File: src/rtl/fifo_rr_scheduler.sv
// Round-robin scheduler that pops four source FIFOs and forwards each word
// to one of two destination FIFOs, two cycles after the pop.
module fifo_rr_scheduler #(
  parameter int DATA_SIZE = 12,
  parameter int NUM_SRC   = 4
) (
  input  logic                          clk,
  input  logic                          reset,
  input  logic                          enable,
  input  logic [NUM_SRC-1:0]            fifo_empty,
  input  logic [NUM_SRC*DATA_SIZE-1:0]  fifo_data_out,
  input  logic [1:0]                    dest_almost_full,
  output logic [NUM_SRC-1:0]            fifo_pop,
  output logic [1:0]                    dest_push,
  output logic [DATA_SIZE-1:0]          data_out,
  output logic [1:0]                    grant_idx,
  output logic                          idle,
  output logic [7:0]                    words_fwd
);

  typedef enum logic [1:0] {IDLE, RUN, DRAIN} state_t;

  state_t       state, state_next;
  logic [1:0]   ptr;
  logic         rd_valid;
  logic [1:0]   rd_idx;
  logic [NUM_SRC-1:0] eligible;
  logic         grant_valid;
  logic [1:0]   grant;
  logic [1:0]   scan_idx;
  logic [1:0]   in_flight;

  // A source popped last cycle is masked so its FIFO has time to update empty.
  always_comb begin
    for (int i = 0; i < NUM_SRC; i++) begin
      eligible[i] = enable && !fifo_empty[i] && !dest_almost_full[i/2] && !fifo_pop[i];
    end
  end

  // NOTE: every variable gets a default before any conditional write so no latch is inferred.
  always_comb begin
    grant_valid = 1'b0;
    grant       = ptr;
    scan_idx    = ptr;
    for (int off = 0; off < NUM_SRC; off++) begin
      scan_idx = ptr + 2'(off);
      if (!grant_valid && eligible[scan_idx]) begin
        grant_valid = 1'b1;
        grant       = scan_idx;
      end
    end
  end

  // Words in flight: one being popped now plus one whose read data is valid now.
  assign in_flight = {1'b0, |fifo_pop} + {1'b0, rd_valid};

  always_comb begin
    state_next = state;
    unique case (state)
      IDLE:    if (grant_valid) state_next = RUN;
      RUN: begin
        if (!enable && in_flight != 2'd0)          state_next = DRAIN;
        else if (!grant_valid && in_flight == 2'd0) state_next = IDLE;
      end
      DRAIN: begin
        if (grant_valid)             state_next = RUN;
        else if (in_flight == 2'd0)  state_next = IDLE;
      end
      default: state_next = IDLE;
    endcase
  end

  // NOTE: sequential state uses non-blocking assignments so all registers update together.
  always_ff @(posedge clk) begin
    if (reset) begin
      state     <= IDLE;
      ptr       <= '0;
      fifo_pop  <= '0;
      grant_idx <= '0;
      rd_valid  <= 1'b0;
      rd_idx    <= '0;
      dest_push <= '0;
      data_out  <= '0;
      words_fwd <= '0;
    end else begin
      state    <= state_next;
      fifo_pop <= grant_valid ? (NUM_SRC'(1) << grant) : '0;
      if (grant_valid) begin
        grant_idx <= grant;
        ptr       <= grant + 2'd1;
      end
      rd_valid  <= |fifo_pop;
      rd_idx    <= grant_idx;
      dest_push <= '0;
      if (rd_valid) begin
        dest_push <= 2'b01 << rd_idx[1];
        data_out  <= fifo_data_out[rd_idx*DATA_SIZE +: DATA_SIZE];
        words_fwd <= words_fwd + 8'd1;
      end
    end
  end

  assign idle = (state == IDLE);

endmodule

File: config.mk
export PLATFORM = sky130hd
export DESIGN_NAME = fifo_rr_scheduler
export DESIGN_NICKNAME = d
export VERILOG_FILES = /design/src/rtl/fifo_rr_scheduler.sv
export SDC_FILE = /design/constraint.sdc
export NUM_CORES = 1
export LEC_CHECK = 0
export BUFFER_PORTS_ARGS = -buffer_cell sky130_fd_sc_hd__buf_2
export CORE_AREA = 2 2 65 67
export DETAILED_ROUTE_END_ITERATION = 6
export DIE_AREA = 0 0 67 69
export MAX_ROUTING_LAYER = met4
export PLACE_DENSITY = 0.82
export SYNTH_ARGS = -nofsm -noshare
export SYNTH_HDL_FRONTEND = slang
export SYNTH_SLANG_ARGS = --single-unit
File: constraint.sdc
create_clock -name clk -period 4.2 [get_ports clk]
set_input_delay 0.21 -clock clk [delete_from_list [all_inputs] [get_ports clk]]
set_output_delay 0.21 -clock clk [all_outputs]
set_load 0.1 [all_outputs]
==> reports/metrics.yaml, run 1 <==
detailed_routing:
  drc: 0
  drt_iter0_markers: 75
  avgViaCountPerCell: 5.12
  via_count: 1511
  first_pass_iters: 4
  antenna_left: 0
  wire_per_inst_um: 13.2
  routed_wl_um: 3890
floorplanning:
  die_w_um: 67
  start_util: 0.437
  rows: 23
  dieArea_sq_mm: 0.00462
  coreArea_sq_mm: 0.00391
  die_h_um: 69
  io_pins: 86
clock_tree:
  clk_pin_slew_worst_paths_ns: 0.07
  worstSkewPairLatency_ns: 0.28
  post_cts_buffers: 0
  cts_tree: "done"
  cts_root_buf: "clkbuf_8"
  htreeDepth: 2
  clock_path_buffers: 2
  cts_resized: 0
  hold_buffers: 0
  cts_buffers: 5
  cts.sinks: 35
sta:
  slew_headroom: 0.351
  finalSetupTns_ns: 0
  min_period_ns: 1.99
  maxSlewViolCount: 0
  setup_ws_ns: 2.21
  rsz0062_at_grt: "no"
  finClkSkew_ns: 0.00387
  holdWs_ns: 0.380
  worst_pin_slew_ns: 0.972
  hold_violations: 0
  timing.fmax_mhz: 503
  post-route-period-util: 0.473
  setup_viol: 0
worst_setup_path:
  cp_slowest_cell: "dfxtp_1"
  startpoint_type: "flop"
  r2r_end: "words_fwd[5]$_SDFFE_PP0P_"
  cp.arrival_ns: 2.20
  slowest_delay_ns: 0.96
  crit_buf_inv: 0
  path_depth: 3
  crit_start: "rd_valid$_SDFF_PP0_"
  path_cells: "nand4_1, or3_1, a21oi_1"
  end_kind: "flop"
  crit_fanout: 21
  cp.required_ns: 4.41
  r2r-start: "rd_valid$_SDFF_PP0_"
  reg2reg_slack_ns: 2.21
  crit_family: "flip-flops"
  r2r_cells: 3
  worstSetupPathType: "flop to flop"
  endpoint: "words_fwd[5]$_SDFFE_PP0P_"
synth:
  synth-edff-count: 0
  synth_top_area_frac: 0.409
  synthesis.area_sq_mm: 0.00171
  synth_cell_types: 37
  syn-num-nets: 218
  yosysWarnings: 0
  async_reset_ff_frac: 0
  synthFlopType: "dfxtp_1"
  ys_ff_latch: 35
  synth.area.top_cells: "dfxtp_1 41%, mux4_2 16%, nor2_1 7.7%, mux2i_1 7.6%, nor4b_4 2.8%"
  yosysSeqAreaShare: 0.409
  netlist_instances: 160
  avgSynthCellArea_sq_um: 10.7
  synth_top_area_cell: "dfxtp_1"
status:
  status: "complete, no violations"
grt:
  grt_max_degree: 33
  antenna_found_initial: 0
  gr-total-overflow: 0
  grt_pass1_vias: 1496
  grt_pass1_wl_um: 6670
  track_usage: 0.192
layout:
  utilization: 0.574
  drive_gt1_frac: 0.453
  area_growth_pct: 31.4
  seqCellArea_sq_um: 701
  multiInputGateArea_sq_um: 975
  antenna_cells: 0
  fill_cells: 368
  fin_nets: 302
worst_hold_path:
  worst_hold_path_type: "input pin to flop"
  hold_depth: 4
  holdCritStartpoint: "enable"
job:
  max_cap_violations: 0
power_and_ir_drop:
  p_total_mw: 0.881
  power_density_mw_per_mm2: 392
  power.leakage_nw: 0.993
  vdd_drop_max_v: 0.000209
place:
  pre_cts_slack_ns: 2.22
  globalplace.congestion: 0.742
  port-buffer-count: 85
  dp_hpwl_um: 3000
## sequential cells by signal (all words and copies together) (netlist names)
register and cells:
data_out 12, dest_push 2, fifo_pop 4, grant_idx 2, ptr 2, rd_idx 2, rd_valid 1, state 2
words_fwd 8
## cells by family after synthesis
group / share of synthesized area
buf+inv: 0.0212
xor+xnor: 0.0307
mux: 0.234
flops: 0.409
fa+ha+maj: 0.00731
compound gates: 0.0833
simple gates: 0.214
## worst min path at each step
stage / end / slack (ns)
after detailed placement: grant_idx[0]$_SDFFE_PP0P_ / 0.46
after CTS: state[1]$_SDFFE_PP0P_ / 0.36
after floorplan: fifo_pop[0]$_SDFF_PP0_ / 0.40
after global routing: data_out[7]$_SDFFE_PP0P_ / 0.40
final: state[1]$_SDFFE_PP0P_ / 0.38
after global placement: grant_idx[0]$_SDFFE_PP0P_ / 0.46
## tightest hold or removal path, delay by kind of cell
| family | cells | cell delay (ns) |
|---|---|---|
| buffers and inverters | 1 | 0.15 |
| AO/OA/AOI/OAI | 1 | 0.14 |
| AND/OR/NAND/NOR | 2 | 0.12 |
## cell usage after synthesis, types with 2 or more instances
cell type	n
or4_1	2
xor2_1	5
nand4_1	3
nor3_1	2
nor4b_1	2
mux4_2	12
a211oi_1	2
nor4b_4	2
nor2b_1	3
or3_1	3
dfxtp_1	35
mux2i_1	13
nand2_1	8
buf_2	2
a21oi_1	5
nor2_1	35
o21ai_0	2
clkbuf_1	5
## stage by stage
| step | instance area (sq um) | instances |
|---|---|---|
| 6_report | 2250 | 295 |
| 5_1_grt | 2250 | 295 |
| 4_1_cts | 2250 | 295 |
| 3_5_place_dp | 2170 | 287 |
| 3_3_place_gp | 2170 | 287 |
| 2_1_floorplan | 1710 | 160 |
## layer usage
metal	vias to the layer above	routed length (um)	track usage
li1	751	-	-
met1	706	1620	0.212
met2	44	1990	0.305
met3	10	185	0.0636
met4	0	94	0.0930
met5	-	0	-
## layout by cell type, fill, tap and decap left out, types with 2 or more instances in the layout
| master | instances |
|---|---|
| mux2i_1 | 13 |
| nor4b_1 | 2 |
| a211oi_1 | 2 |
| buf_2 | 85 |
| or4_1 | 2 |
| or3_1 | 3 |
| o21ai_0 | 2 |
| nor3_1 | 2 |
| nor2b_1 | 3 |
| clkbuf_8 | 5 |
| xor2_1 | 5 |
| dfxtp_1 | 35 |
| mux4_2 | 12 |
| clkbuf_1 | 2 |
| nand4_1 | 3 |
| nor4b_4 | 2 |
| nand2_1 | 8 |
| nor2_1 | 35 |
| a21oi_1 | 5 |
## cell type report
cell class,instances,share of cell area
inverter,1,0.00167
multi-input combinational,116,0.433
tap,50,0.0278
clock buffer,7,0.0339
sequential,35,0.312
clock inverter,1,0.00223
timing repair buffer,85,0.189
## report_power, final
group,switching (mW),total [mW],internal (mW)
Combinational,0.180,0.268,0.0877
Clock,0.113,0.229,0.116
Sequential,0.0311,0.385,0.354
Note: power is estimated with default switching activity, not from simulation.
==> run 2, diff against run 1 <==
Settings changed: CORE_AREA 2 2 65 67 to 2 2 68 70, DIE_AREA 0 0 67 69 to 0 0 70 72, PLACE_DENSITY 0.82 to 0.79.
Clock period 4.2 ns to 1.7 ns, I/O delays scaled along.
==> run 2 against run 1 <==
Net effect:
- the flow now finishes with violations (negative setup slack)
- combinational power grew to 2.9 times the previous value
- setup slack worse by 2.3 ns
- sequential power grew 140%
- critical endpoint is now ptr[1]$_SDFFE_PP0P_
- clock skew grew 0.00054 ns
- routed wire length up 11%
- clock power grew to 3.4 times the previous value
- power rose to 2.8 times the previous value
- core utilization is 0.59 points higher
==> reports/metrics.yaml, run 2 (same netlist as run 1, synthesis figures left out) <==
status:
  status: "complete, but fails checks"
  violations: "negative setup slack"
place:
  globalplace.congestion: 0.788
  dp_cells: 299
  dp_hpwl_um: 3190
  port-buffer-count: 85
worst_setup_path:
  cp.arrival_ns: 1.95
  slowest_delay_ns: 0.53
  r2r-start: "fifo_pop[0]$_SDFF_PP0_"
  cp.required_ns: 1.91
  worstSetupPathType: "flop to flop"
  crit_start: "fifo_pop[0]$_SDFF_PP0_"
  startpoint_type: "flop"
  cp_slowest_cell: "or4b_4"
  end_kind: "flop"
  crit_family: "compound AO/OA/AOI/OAI gates"
  crit_fanout: 4
  path_cells: "or4b_4, a311oi_4, a21oi_4, xor2_1, a211oi_2"
  crit_buf_inv: 0
detailed_routing:
  drt_iter0_markers: 75
  via_count: 1583
  wire_per_inst_um: 13.9
  drc: 0
  first_pass_iters: 4
  routed_wl_um: 4340
  antenna_left: 0
  avgViaCountPerCell: 5.09
layout:
  fin_nets: 316
  largestRegisters: "data_out (12), words_fwd (8), fifo_pop (4)"
  antenna_cells: 0
  fill_cells: 391
  largest_register_ffs: 12
  utilization: 0.580
  area_growth_pct: 44.6
  drive_gt1_frac: 0.560
  layout.cells.non_filler: 311
  regMostFlops: "data_out"
  layout_commonest_cell: "buf_2"
  final_cell_mix: "85 x buf_2, 33 x nor2_1, 25 x dfxtp_1, 13 x mux2i_1, 13 x buf_4"
clock_tree:
  cts_root_buf: "clkbuf_8"
  hold_buffers: 0
  cts.sinks: 35
  worstSkewPairLatency_ns: 0.28
  cts_buffers: 5
  clk_pin_slew_worst_paths_ns: 0.07
  clock_path_buffers: 2
  htreeDepth: 2
  cts_tree: "done"
worst_hold_path:
  worst_hold_path_type: "input pin to flop"
  holdCritStartpoint: "fifo_data_out[4]"
floorplanning:
  coreArea_sq_mm: 0.00426
  die_h_um: 72
  start_util: 0.401
  die_w_um: 70
  rows: 24
  dieArea_sq_mm: 0.00504
  io_pins: 86
sta:
  setup_ws_ns: -0.0404
  maxSlewViolCount: 0
  rsz0062_at_grt: "yes"
  finClkSkew_ns: 0.00441
  setup_viol: 2
  min_period_ns: 1.74
  timing.fmax_mhz: 575
  hold_violations: 0
  slew_headroom: 0.621
  post-route-period-util: 1.02
  worst_pin_slew_ns: 0.569
power_and_ir_drop:
  power_density_mw_per_mm2: 996
  p_total_mw: 2.47
  vdd_drop_max_v: 0.000693
  power.leakage_nw: 1.10
grt:
  grt_max_degree: 33
  grt_pass1_wl_um: 6770
  antenna_found_initial: 0
  gr-total-overflow: 0
  track_usage: 0.176
  grt_pass1_vias: 1560
job:
  max_cap_violations: 0
-- run 2: cell type report --
type,instances,area (sq um),share of cell area
inverter,1,3.75,0.00152
sequential,35,723,0.292
clock inverter,2,35.0,0.0142
multi-input combinational,116,1020,0.413
clock buffer,6,82.6,0.0334
tap,52,65.1,0.0263
timing repair buffer,99,543,0.219
-- run 2: through the flow --
| step | hold slack (ns) | area (sq um) | setup slack [ns] | TNS (ns) |
|---|---|---|---|---|
| finish | 0.248 | 2470 | -0.0404 | -0.0481 |
| detailed placement | 0.477 | 2280 | -0.100 | -0.212 |
| CTS | 0.242 | 2450 | -0.0698 | -0.0835 |
| floorplan | 0.261 | 1740 | -0.150 | -0.180 |
| global route | 0.266 | 2470 | -0.109 | -0.174 |
| global placement | 0.467 | 2280 | -0.0338 | -0.0338 |
-- run 2: path summary, 6_finish.rpt --
kind,end,slack [ns],depth (start not counted)
worst min register to register,grant_idx[0]$_SDFFE_PP0P_,0.48,2
worst max-delay path,ptr[1]$_SDFFE_PP0P_,-0.04,5
worst max register to register,ptr[1]$_SDFFE_PP0P_,-0.04,5
worst min-delay path,data_out[4]$_SDFFE_PP0P_,0.25,4
-- run 2: routing by layer --
layer,GRT usage,wire length (um)
met5,-,0
met4,0.0940,96
met3,0.0333,257
met2,0.310,2220
met1,0.190,1770
-- run 2: worst reg2reg max path, cell delays in order (launching register included) --
cell and delay, ns:
dfxtp_4 0.34, or4b_4 0.53, a311oi_4 0.36, a21oi_4 0.07, xor2_1 0.16, a211oi_2 0.20
-- run 2: timing repair --
item,CTS,global route
endpoints found under the setup margin,6,10
gates resized for setup,4,6
buffers inserted,4,0
pin swaps,3,4
-- run 2: where the power goes --
| part | total (mW) | leakage [nW] | internal (mW) | switching (mW) |
|---|---|---|---|---|
| registers | 0.922 | 0.291 | 0.872 | 0.0503 |
| logic | 0.776 | 0.749 | 0.275 | 0.501 |
| clock network | 0.768 | 0.0612 | 0.474 | 0.294 |
| total | 2.47 | 1.10 | 1.62 | 0.845 |
